**src/rtl/dtc_inverse_search.sv**
```systemverilog
// Sequential inverse of a dtc_* classifier: sweeps candidate inputs through an external
// classifier and returns the first input whose code matches. Optional macro: DTC_INV_COUNT_EN.
module dtc_inverse_search #(
    parameter int IN_W  = 8,
    parameter int OUT_W = 8,
    parameter int CNT_W = IN_W + 1
) (
    input  logic             clk,
    input  logic             rst_n,
    input  logic             req_valid,
    output logic             req_ready,
    input  logic [OUT_W-1:0] req_code,
    input  logic [OUT_W-1:0] req_mask,
    input  logic [IN_W-1:0]  req_start,
    output logic [IN_W-1:0]  dt_inp,
    input  logic [OUT_W-1:0] dt_outp,
    output logic             rsp_valid,
    input  logic             rsp_ready,
    output logic             rsp_found,
    output logic [IN_W-1:0]  rsp_inp,
    output logic [CNT_W-1:0] rsp_count
);

    typedef enum logic [1:0] {StIdle, StSweep, StResp} state_e;

    localparam logic [IN_W-1:0] CandOne = IN_W'(1);
    localparam logic [IN_W-1:0] CandMax = {IN_W{1'b1}};

    state_e           state_q, state_d;
    logic [OUT_W-1:0] code_q, code_d;
    logic [OUT_W-1:0] mask_q, mask_d;
    logic [IN_W-1:0]  cand_q, cand_d;
    logic [IN_W-1:0]  inp_q, inp_d;
    logic             found_q, found_d;
    logic             match;
    logic             last;

    // dt_outp is only meaningful in SWEEP; match is never consulted elsewhere
    assign match = ((dt_outp ^ code_q) & mask_q) == '0;
    assign last  = (cand_q == CandMax);

    assign req_ready = (state_q == StIdle);
    assign rsp_valid = (state_q == StResp);
    assign dt_inp    = (state_q == StSweep) ? cand_q : '0;
    assign rsp_found = found_q;
    assign rsp_inp   = inp_q;

`ifdef DTC_INV_COUNT_EN
    localparam logic [CNT_W-1:0] CntOne = CNT_W'(1);

    logic [CNT_W-1:0] count_q, count_d;

    assign rsp_count = count_q;

    always_ff @(posedge clk or negedge rst_n) begin
        if (!rst_n) begin
            count_q <= '0;
        end else begin
            count_q <= count_d;
        end
    end
`else
    assign rsp_count = '0;
`endif

    always_ff @(posedge clk or negedge rst_n) begin
        if (!rst_n) begin
            state_q <= StIdle;
            code_q  <= '0;
            mask_q  <= '0;
            cand_q  <= '0;
            inp_q   <= '0;
            found_q <= 1'b0;
        end else begin
            state_q <= state_d;
            code_q  <= code_d;
            mask_q  <= mask_d;
            cand_q  <= cand_d;
            inp_q   <= inp_d;
            found_q <= found_d;
        end
    end

    always_comb begin
        state_d = state_q;
        code_d  = code_q;
        mask_d  = mask_q;
        cand_d  = cand_q;
        inp_d   = inp_q;
        found_d = found_q;
`ifdef DTC_INV_COUNT_EN
        count_d = count_q;
`endif
        unique case (state_q)
            StIdle: begin
                if (req_valid) begin
                    code_d  = req_code;
                    mask_d  = req_mask;
                    cand_d  = req_start;
                    inp_d   = '0;
                    found_d = 1'b0;
`ifdef DTC_INV_COUNT_EN
                    count_d = '0;
`endif
                    state_d = StSweep;
                end
            end
            StSweep: begin
`ifdef DTC_INV_COUNT_EN
                // Full sweep to the top of the space; only the earliest match is kept
                if (match) begin
                    if (!found_q) begin
                        found_d = 1'b1;
                        inp_d   = cand_q;
                    end
                    count_d = count_q + CntOne;
                end
                if (last) begin
                    state_d = StResp;
                end else begin
                    cand_d = cand_q + CandOne;
                end
`else
                if (match) begin
                    found_d = 1'b1;
                    inp_d   = cand_q;
                    state_d = StResp;
                end else if (last) begin
                    found_d = 1'b0;
                    inp_d   = '0;
                    state_d = StResp;
                end else begin
                    cand_d = cand_q + CandOne;
                end
`endif
            end
            StResp: begin
                if (rsp_ready) begin
                    state_d = StIdle;
                end
            end
            default: state_d = StIdle;
        endcase
    end

endmodule

```
**config.mk**
```make
export PLATFORM = sky130hd
export DESIGN_NAME = dtc_inverse_search
export DESIGN_NICKNAME = d
export VERILOG_FILES = /design/src/rtl/dtc_inverse_search.sv
export SDC_FILE = /design/constraint.sdc
export NUM_CORES = 1
export LEC_CHECK = 0
export CAP_MARGIN = 15
export CELL_PAD_IN_SITES_DETAIL_PLACEMENT = 0
export CELL_PAD_IN_SITES_GLOBAL_PLACEMENT = 1
export CORE_MARGIN = 4
export CORE_UTILIZATION = 36
export DETAILED_ROUTE_END_ITERATION = 10
export PLACE_DENSITY_LB_ADDON = 0.1
export REMOVE_ABC_BUFFERS = 1
export SLEW_MARGIN = 40
export SYNTH_ARGS = -nofsm -noshare
export SYNTH_HDL_FRONTEND = slang
export SYNTH_SLANG_ARGS = --single-unit
export TNS_END_PERCENT = 5
```
**constraint.sdc**
```tcl
create_clock -name clk -period 5.3 [get_ports clk]
set_input_delay 0.53 -clock clk [delete_from_list [all_inputs] [get_ports clk]]
set_output_delay 0.53 -clock clk [all_outputs]
set_load 0.1 [all_outputs]
```
* Yosys cells after proc, flatten, opt, wreduce, memory -nomap -nowiden *
Index checks and enable logic that the tools add are counted.

operators by class
  $add $sub $neg = 1
  eq/ne operators = 8
  multiplexer cells = 18
  bitwise operators = 2
  reductions and logical operators = 7

operators with widths
  cell                                                    count
  2-to-1 mux 8 bit                                        7
  case mux 8 bit (2 select lines)                         2
  adder 8 x 1 -> 8 bit (second input constant)            1
  AND 8 bit                                               1
  equality test 8 bit (second input constant)             1
  zero test 8 bit                                         1
  2-to-1 mux 2 bit                                        4
  XOR 8 bit                                               1
  inequality test 2 bit (second input constant)           3
  case mux 2 bit (3 select lines)                         1
  AND reduction 3 bit                                     2
  AND reduction 4 bit                                     1
  2-to-1 mux 1 bit                                        3
  inequality test 3 bit (second input constant)           1
  equality test 2 x 1 -> 1 bit (second input constant)    1
  equality test 2 bit (second input constant)             1
  zero test 2 bit                                         1
  inequality test 2 x 1 -> 1 bit (second input constant)  1
  case mux 1 bit (2 select lines)                         1
  AND reduction 2 bit                                     1
  nonzero test 2 bit                                      1

storage, ports and cells
  register bits = 35
  input port bits = 36
  output and inout port bits = 28
  word-level logic and storage cells = 42

* Longest topological paths before layout *
Gate-level depths: netlist of run 1.

  depth in word-level cells = 5
  depth in mapped cells = 7
  gate-level depth less buffers = 6

* Worst setup path after synthesis of run 1 *
Ideal clock, no wire load.

  kind = register -> register
  start point = reg state_q[1]
  end point = reg inp_q[4], in the netlist rsp_inp[4]
  library setup time = 0.123 ns
  arrival time = 2.580 ns
  required time = 5.177 ns
  setup slack = 2.597 ns
  stages on the path, launching flop included = 6
  path buffers = 2
  clock period less this slack = 2.703 ns
  cell sequence = dfrtp_1 -> nor2_1 -> nand2_1 -> clkbuf_1 -> clkbuf_1 -> a32o_1

between the ends
  longest elaborated chain between the ends = 3
  elaborated cells on any way between the ends = 7
  those cells by class = 3 x eq/ne; 1 x mux; 3 x reduce/logical

RTL lines
  what                                                                          line  RTL
  start: declaration                                                            29    state_e state_q, state_d;
  start signal: assignment                                                      68    state_q <= StIdle;
  start signal: assignment                                                      75    state_q <= state_d;
  zero test 2 bit *                                                             n/a
  via req_ready                                                                 11    output logic req_ready,
  inequality test 2 bit (no source line) or nonzero test 2 bit (tied branches)  n/a
  AND reduction 3 bit (no source line)                                          n/a
  end signal: assignment                                                        79    inp_q <= inp_d;
  end: declaration                                                              33    logic [IN_W-1:0] inp_q, inp_d;

The timed path passes the listed nets; every way through them passes the cells marked *.
A chain may end at the register's enable or synchronous reset.

* Final worst setup path of run 1 *
  start point = in dt_outp[7]
  end point = reg inp_q[2], in the netlist rsp_inp[2]

between the ends
  longest elaborated chain between the ends = 5
  elaborated cells on any way between the ends = 7
  those cells by class = 1 x eq/ne; 2 x mux; 2 x bitwise; 2 x reduce/logical

RTL lines
  what                                                                                     line  RTL
  start: declaration                                                                       16    input logic [OUT_W-1:0] dt_outp,
  XOR 8 bit *                                                                              39    assign match = ((dt_outp ^ code_q) & mask_q) == '0;
  AND 8 bit *                                                                              39
  zero test 8 bit *                                                                        39
  inequality test 3 bit (no source line) or 2-to-1 mux 8 bit (tied branches)               n/a
  AND reduction 3 bit (no source line) or case mux 8 bit (2 select lines) (tied branches)  n/a

Mark *: on every way between the ends. The rest lies on a longest branch, timed or not.

==> results by group, run 1 <==
Run status
  – Outcome: finished, final reports clean

Setup path
  – WP data arrival: around 2.4 ns
  – R2R Path End: cand_q[1]$_DFFE_PN0P_
  – Cell depth of the worst flop-to-flop path: 6
  – Crit path max-delay cell type: sky130_fd_sc_hd__and4_1
  – Worst Setup EP: rsp_inp[2]$_DFFE_PN0P_
  – Worst setup slack for register-to-register paths: 3.31 ns
  – Worst path required time: 5.52 ns
  – Crit path capture type: flop
  – CP Launch Point: dt_outp[7]
  – Delay of the slowest cell on the worst path: ~0.52 ns
  – WP depth: 6
  – Cell family with the largest share of critical-path delay: simple AND/OR/NAND/NOR gates
  – Setup CP Type: input port to flop
  – CP Buf/Inv Count: 1
  – Series of cell instances along the critical path: clkdlybuf4s50_1, xor2_1, a22oi_1, and4_1, and2_1, a32o_1
  – Critical Path Source Type: input port
  – Biggest fanout along the worst timing path: 9
  – Startpoint of the lowest-slack register-to-register path: cand_q[0]$_DFFE_PN0P_

Global routing
  – Vias in the first global route: about 1500
  – Grt total ovfl: 0
  – Initial antenna violation count: 0
  – Pin count of the biggest net entering global routing: 36
  – Global-route usage over all layers: 0.1537
  – Wire length of the first global-routing pass: 7486 um

Layout
  – Count of nets after finishing: 288
  – Leading cell types in the layout, fill and taps excluded: sky130_fd_sc_hd__nand2_1 (60), sky130_fd_sc_hd__dfrtp_1 (35), sky130_fd_sc_hd__clkdlybuf4s50_1 (35), sky130_fd_sc_hd__buf_2 (19), sky130_fd_sc_hd__nor2_1 (11)
  – Synthesis-to-finish area growth: 30.86%
  – Cell area after layout: roughly 2400 um^2
  – Number of standard cells in the final layout excluding fillers: 319
  – Number of diodes: 0
  – Layout cell share with drive strength beyond 1: 0.1587
  – Fillcell total: 465
  – Most common cell after layout, fill and taps aside: sky130_fd_sc_hd__nand2_1

STA
  – Final setup violation count: 0
  – Relative slew slack: 0.6304
  – Time the final worst path needs with I/O delays and setup: 2.220 ns
  – Worst-case clock skew: around 0.0082 ns
  – RSZ-0062 raised after global routing: no
  – Fmax achieved: approximately 450 MHz
  – Number of pins exceeding their max-slew limit in the final report: 0
  – Least-Margin Pin Slew: roughly 0.55 ns
  – Final period utilization: 0.4188
  – Final total negative setup slack: 0 ns
  – Final-report hold violation count: 0

Synth
  – Flops & latches, synth: 35
  – Total of warnings raised by yosys: 0
  – Gate count after technology mapping: 198
  – Post-synth cell types: 41
  – Area share of the largest cell type after synthesis: 0.4727
  – Sequential-to-total area share from yosys stat: 0.4727
  – Fraction of synthesis flops using an asynchronous set or reset pin: 1.000
  – Average size of a mapped cell: 9.359 um^2
  – Number of flops mapped to enable cells by yosys: 0
  – Leading cell types by total area after synthesis: sky130_fd_sc_hd__dfrtp_1 (47%), sky130_fd_sc_hd__nand2_1 (12%), sky130_fd_sc_hd__a32o_1 (4.9%)
  – Syn Std Cell Area: 1853 um^2
  – Top flip-flop cell by instance count after synthesis: sky130_fd_sc_hd__dfrtp_1
  – Cell type with the highest aggregate area in the netlist: sky130_fd_sc_hd__dfrtp_1

Place
  – HPWL after detailed placement: 3215 um
  – Buffers on Ports: 54
  – Number of placed instances, taps included: about 310
  – DP Area: 2307 um^2
  – Final Wtd Congestion: 0.7472

CTS
  – TritonCTS buffer count: 5
  – Clock net sink count: 35
  – Number of buffers added for setup after CTS: 0
  – CTS clk-pin slew, worst paths: 0.07 ns
  – Quantity of hold-fixing buffers added after cts: 0
  – Cell at the root of the clock tree: sky130_fd_sc_hd__clkbuf_8
  – Max clock buf depth: 2
  – Post-CTS Resized: 0
  – Clock insertion delay at the later pin of the skew report: between 0.2 and 0.3 ns
  – Clock tree from TritonCTS: yes
  – Number of H-tree levels: 2

Routing
  – Residual DRC count: 0
  – Post-route antenna net violation count: 0
  – Wirelength, routed: 4591 um
  – Vias: 1531
  – Wire length per cell: around 14 um
  – Vias per Instance: 4.799
  – Pre-antenna DRT Iters: 4
  – Initial detailed-routing violation count: 73

Die
  – # IOs: 64
  – Die height: 79.75 um
  – Rows: 25
  – Die outline area: 6359 um^2
  – Floorplan Core Area: 4848 um^2
  – X dimension of the die: 79.75 um
  – Initial cell density of the core: 0.3822

Job
  – MaxCap Viol Count: 0

Worst hold path
  – Classification of the worst-slack hold path: flop to flop
-- how the worst min path moves through the flow --
stage	end	slack (ns)	from	depth (start not counted)
global placement	mask_q[4]$_DFFE_PN0P_	0.46	mask_q[4]$_DFFE_PN0P_	2
CTS	mask_q[0]$_DFFE_PN0P_	0.48	mask_q[0]$_DFFE_PN0P_	2
finish	mask_q[0]$_DFFE_PN0P_	0.48	mask_q[0]$_DFFE_PN0P_	2
floorplan	cand_q[0]$_DFFE_PN0P_	0.23	rst_n	0
global route	mask_q[7]$_DFFE_PN0P_	0.50	mask_q[7]$_DFFE_PN0P_	2
detailed placement	mask_q[0]$_DFFE_PN0P_	0.46	mask_q[0]$_DFFE_PN0P_	2
-- kinds of logic after synthesis --
logic type | after synthesis | share of synthesized area
adders and majority gates | 1 | 0.006751
AOI/OAI and AO/OA | 34 | 0.1641
other | 1 | 0.002024
xor gates and xnor gates | 9 | 0.04254
buffers and inverters | 22 | 0.07291
muxes | 1 | 0.006077
and+or+nand+nor | 95 | 0.2330
DFF | 35 | 0.4727
-- per-stage QoR --
| step | hold WS (ns) | setup slack (ns) | utilization |
|---|---|---|---|
| final | 0.4795 | 3.080 | 0.5001 |
| after global routing | 0.4991 | 2.935 | 0.5001 |
| after CTS | 0.4821 | 3.062 | 0.5001 |
| after detailed placement | 0.4634 | 2.774 | 0.4759 |
| after global placement | 0.4599 | 2.716 | 0.4947 |
| after floorplan | 0.2344 | 2.103 | - |
-- tightest hold or removal path: stages (launching register included) --
cell                      delay, ns
sky130_fd_sc_hd__dfrtp_1       0.34
sky130_fd_sc_hd__nand2_1       0.05
sky130_fd_sc_hd__nand2_1       0.06
-- final cells by class --
class                      instances  area (um^2)  area share
clock buffer                       6        82.58     0.03406
clock inverter                     2        35.03     0.01445
inverter                           5        18.77    0.007740
multi-input combinational        149        875.8      0.3612
sequential                        35        875.8      0.3612
tap                               67        83.83     0.03457
timing repair buffer              55        452.9      0.1868
-- Yosys cell counts (all sizes together), types with 4 or more instances --
cell type,number
dfrtp,35
o21ai,4
inv,4
xor2,8
buf,14
and3,7
a22oi,5
nand2,62
nor2,12
a32o,9
and2,5
-- sequential cells by signal (all words and copies together), names as in the netlist --
signal and count:
cand_q 8, code_q 8, mask_q 8, rsp_inp 8
state_q 2, rsp_found 1
-- metal layers --
metal,part of all wire,track usage,vias up
met5,0,0,-
met4,0.014,0.05574,0
met3,0.061,0.03725,7
met2,0.41,0.2112,48
met1,0.52,0.2315,705
li1,-,-,771
Power of run 1 is not shown: default switching activity piles up to over one toggle a cycle in this logic, so the estimate is an artifact.
==> inputs of run 2 (changes only) <==
CORE_UTILIZATION = 33   (was 36)
clock period = 2.05 ns   (was 5.3 ns; I/O delays follow)
==> run 2 against run 1 <==
Clock skew grew 0.0011 ns. Cell area grew 11%. Utilization is 0.86 points lower. Highest routed layer unchanged. Critical path type is now flop to flop.
==> results by group, run 2 (synthesis results as in run 1) <==
Place
  – Buffers on Ports: 54 (unchanged)
  – Final Wtd Congestion: 0.7719 (+3.3%)
  – HPWL after detailed placement: 3600 um (+12%)

Power
  – Peak ir drop on the vdd network: 0.8539 mV
  – Sw Share: 0.5217
  – Sequential fraction of design power: 0.243
  – Clock share of power: 0.095
  – Reported net switching power: 0.002727 W
  – Pint: 0.002500 W
  – Static Leakage: approximately 1.3 nW
  – Combinational Power Share: 0.663
  – Power density over the cells: just under 2000 nW/um^2
  – Total power of the final layout: around 0.0052 W

Die
  – Rows: 27 (+8.0%)
  – Initial cell density of the core: 0.3386 (-0.04360)
  – # IOs: 64 (unchanged)
  – Die outline area: 6878 um^2 (+8.2%)
  – X dimension of the die: 82.94 um (+4.0%)
  – Die height: 82.94 um (+4.0%)
  – Floorplan Core Area: 5473 um^2 (+13%)

Setup path
  – Worst setup slack for register-to-register paths: 0.20 ns (-3.11 ns)
  – Crit path max-delay cell type: sky130_fd_sc_hd__dfrtp_1
  – Worst path required time: 2.26 ns (-3.26 ns)
  – Critical Path Source Type: flop
  – Biggest fanout along the worst timing path: 7 (-2)
  – Setup CP Type: flop to flop
  – WP data arrival: 2.06 ns (-0.38 ns)
  – Cell family with the largest share of critical-path delay: simple AND/OR/NAND/NOR gates
  – CP Buf/Inv Count: 1 (unchanged)
  – Crit path capture type: flop
  – Series of cell instances along the critical path: xor2_1, a22oi_1, and4_1, buf_4, and2_1, a32o_1
  – Delay of the slowest cell on the worst path: 0.40 ns (-0.12 ns)

CTS
  – Clock tree from TritonCTS: yes
  – Cell at the root of the clock tree: sky130_fd_sc_hd__clkbuf_8
  – Post-CTS Resized: 0 (unchanged)
  – Clock insertion delay at the later pin of the skew report: 0.28 ns (about the same)
  – Max clock buf depth: 2 (unchanged)
  – Quantity of hold-fixing buffers added after cts: 0 (unchanged)
  – TritonCTS buffer count: 5 (unchanged)
  – Number of buffers added for setup after CTS: 0 (unchanged)
  – CTS clk-pin slew, worst paths: 0.07 ns (about the same)
  – Number of H-tree levels: 2 (unchanged)
  – Clock net sink count: 35 (unchanged)

Routing
  – Residual DRC count: 0 (unchanged)
  – Vias per Instance: 4.678 (-2.5%)
  – Initial detailed-routing violation count: 78 (+6.8%)
  – Routed metal-1 wire length: 2239 um (-5.6%)
  – Wire length per cell: 13.97 um (-2.9%)
  – Pre-antenna DRT Iters: 4 (unchanged)
  – Sum of met2 wire segment lengths after detailed routing: 2225 um (+19%)
  – Met3 layer wire length in the routed design: 229 um (-18%)
  – Vias: 1586 (+3.6%)
  – Top routing layer in use: met4
  – Post-route antenna net violation count: 0 (unchanged)
  – Wirelength, routed: 4737 um (+3.2%)

STA
  – Fmax achieved: about 540 MHz
  – Time the final worst path needs with I/O delays and setup: 1.849 ns
  – Worst-case clock skew: 0.009257 ns (+0.001095 ns)
  – RSZ-0062 raised after global routing: no
  – Final setup violation count: 0 (unchanged)
  – Final-report hold violation count: 0 (unchanged)
  – Final period utilization: 0.9018
  – Number of pins exceeding their max-slew limit in the final report: 0 (unchanged)

Global routing
  – Initial antenna violation count: 0 (unchanged)
  – Pin count of the biggest net entering global routing: 36 (unchanged)
  – Grt total ovfl: 0 (unchanged)
  – Global-route usage over all layers: 0.1439 (-0.009799)
  – Wire length of the first global-routing pass: 7866 um (+5.1%)
  – Vias in the first global route: 1590 (+6.4%)

Worst hold path
  – Classification of the worst-slack hold path: input port to async pin

Run status
  – Outcome: finished, final reports clean

Layout
  – Leading cell types in the layout, fill and taps excluded: sky130_fd_sc_hd__nand2_1 (61), sky130_fd_sc_hd__dfrtp_1 (35), sky130_fd_sc_hd__clkdlybuf4s50_1 (34), sky130_fd_sc_hd__buf_4 (26), sky130_fd_sc_hd__nor2_1 (11)
  – Synthesis-to-finish area growth: 45.17%
  – Layout cell share with drive strength beyond 1: 0.1985 (+0.03977)
  – Number of diodes: 0 (unchanged)
  – Final core utilization: 0.4915 (-0.008588)
  – Count of nets after finishing: 304 (+5.6%)
  – Most common cell after layout, fill and taps aside: sky130_fd_sc_hd__nand2_1

Job
  – MaxCap Viol Count: 0 (unchanged)
## run 2: changes by cell type in the layout (fill, tap and decap cells not counted), sizes merged
| cell | delta |
|---|---|
| clkdlybuf4s50 | -1 |
| buf | +16 |
| dlygate4sd3 | +1 |
| bufinv | -1 |
## run 2: per-layer routing
metal | global-route usage | vias to the layer above
li1 | - | 802
met4 | 0.05498 | 0
met5 | 0 | -
met1 | 0.1932 | 736
met2 | 0.2216 | 43
met3 | 0.03770 | 5
## run 2: per-stage QoR
step	cell area (um^2)	cells	setup TNS [ns]	hold slack [ns]	setup slack, ns
2_1_floorplan	1767	189	-33.55	-0.09059	-1.147
3_3_place_gp	2590	331	-0.03747	0.3394	-0.01473
3_5_place_dp	2590	331	-0.03513	0.3392	-0.01261
4_1_cts	2678	338	0	0.03158	0.1962
5_1_grt	2690	339	0	0.4439	0.08827
6_report	2690	339	0	0.4120	0.2014
## run 2: power groups by stage
stage | clock (W) | combinational (W) | sequential, W
floorplan | 0 | 0.00177 | 0.00177
global placement | 0 | 0.00347 | 0.00128
detailed placement | 0 | 0.00348 | 0.00128
CTS | 0.000510 | 0.00350 | 0.00127
global route | 0.000546 | 0.00370 | 0.00131
finish | 0.000495 | 0.00346 | 0.00127
## run 2: final cells by class
| type | count | area (um^2) |
|---|---|---|
| Fill cell | 541 | 2783 |
| Sequential cell | 35 | 875.8 |
| Timing Repair Buffer | 71 | 745.7 |
| Clock buffer | 6 | 82.58 |
| Tap cell | 72 | 90.09 |
| Inverter | 5 | 18.77 |
| Clock inverter | 1 | 5.005 |
| Multi-Input combinational cell | 149 | 872.1 |
## run 2: worst paths after layout
kind	depth (start not counted)	startpoint	endpoint
max	6	code_q[6]$_DFFE_PN0P_	rsp_inp[6]$_DFFE_PN0P_
min	2	rst_n	mask_q[7]$_DFFE_PN0P_
max reg2reg	6	code_q[6]$_DFFE_PN0P_	rsp_inp[6]$_DFFE_PN0P_
min reg2reg	2	mask_q[4]$_DFFE_PN0P_	mask_q[4]$_DFFE_PN0P_
max in group asynchronous	2	rst_n	rsp_inp[7]$_DFFE_PN0P_
min in group clk	3	req_mask[5]	mask_q[5]$_DFFE_PN0P_
Power figures use the tool's default switching activity.
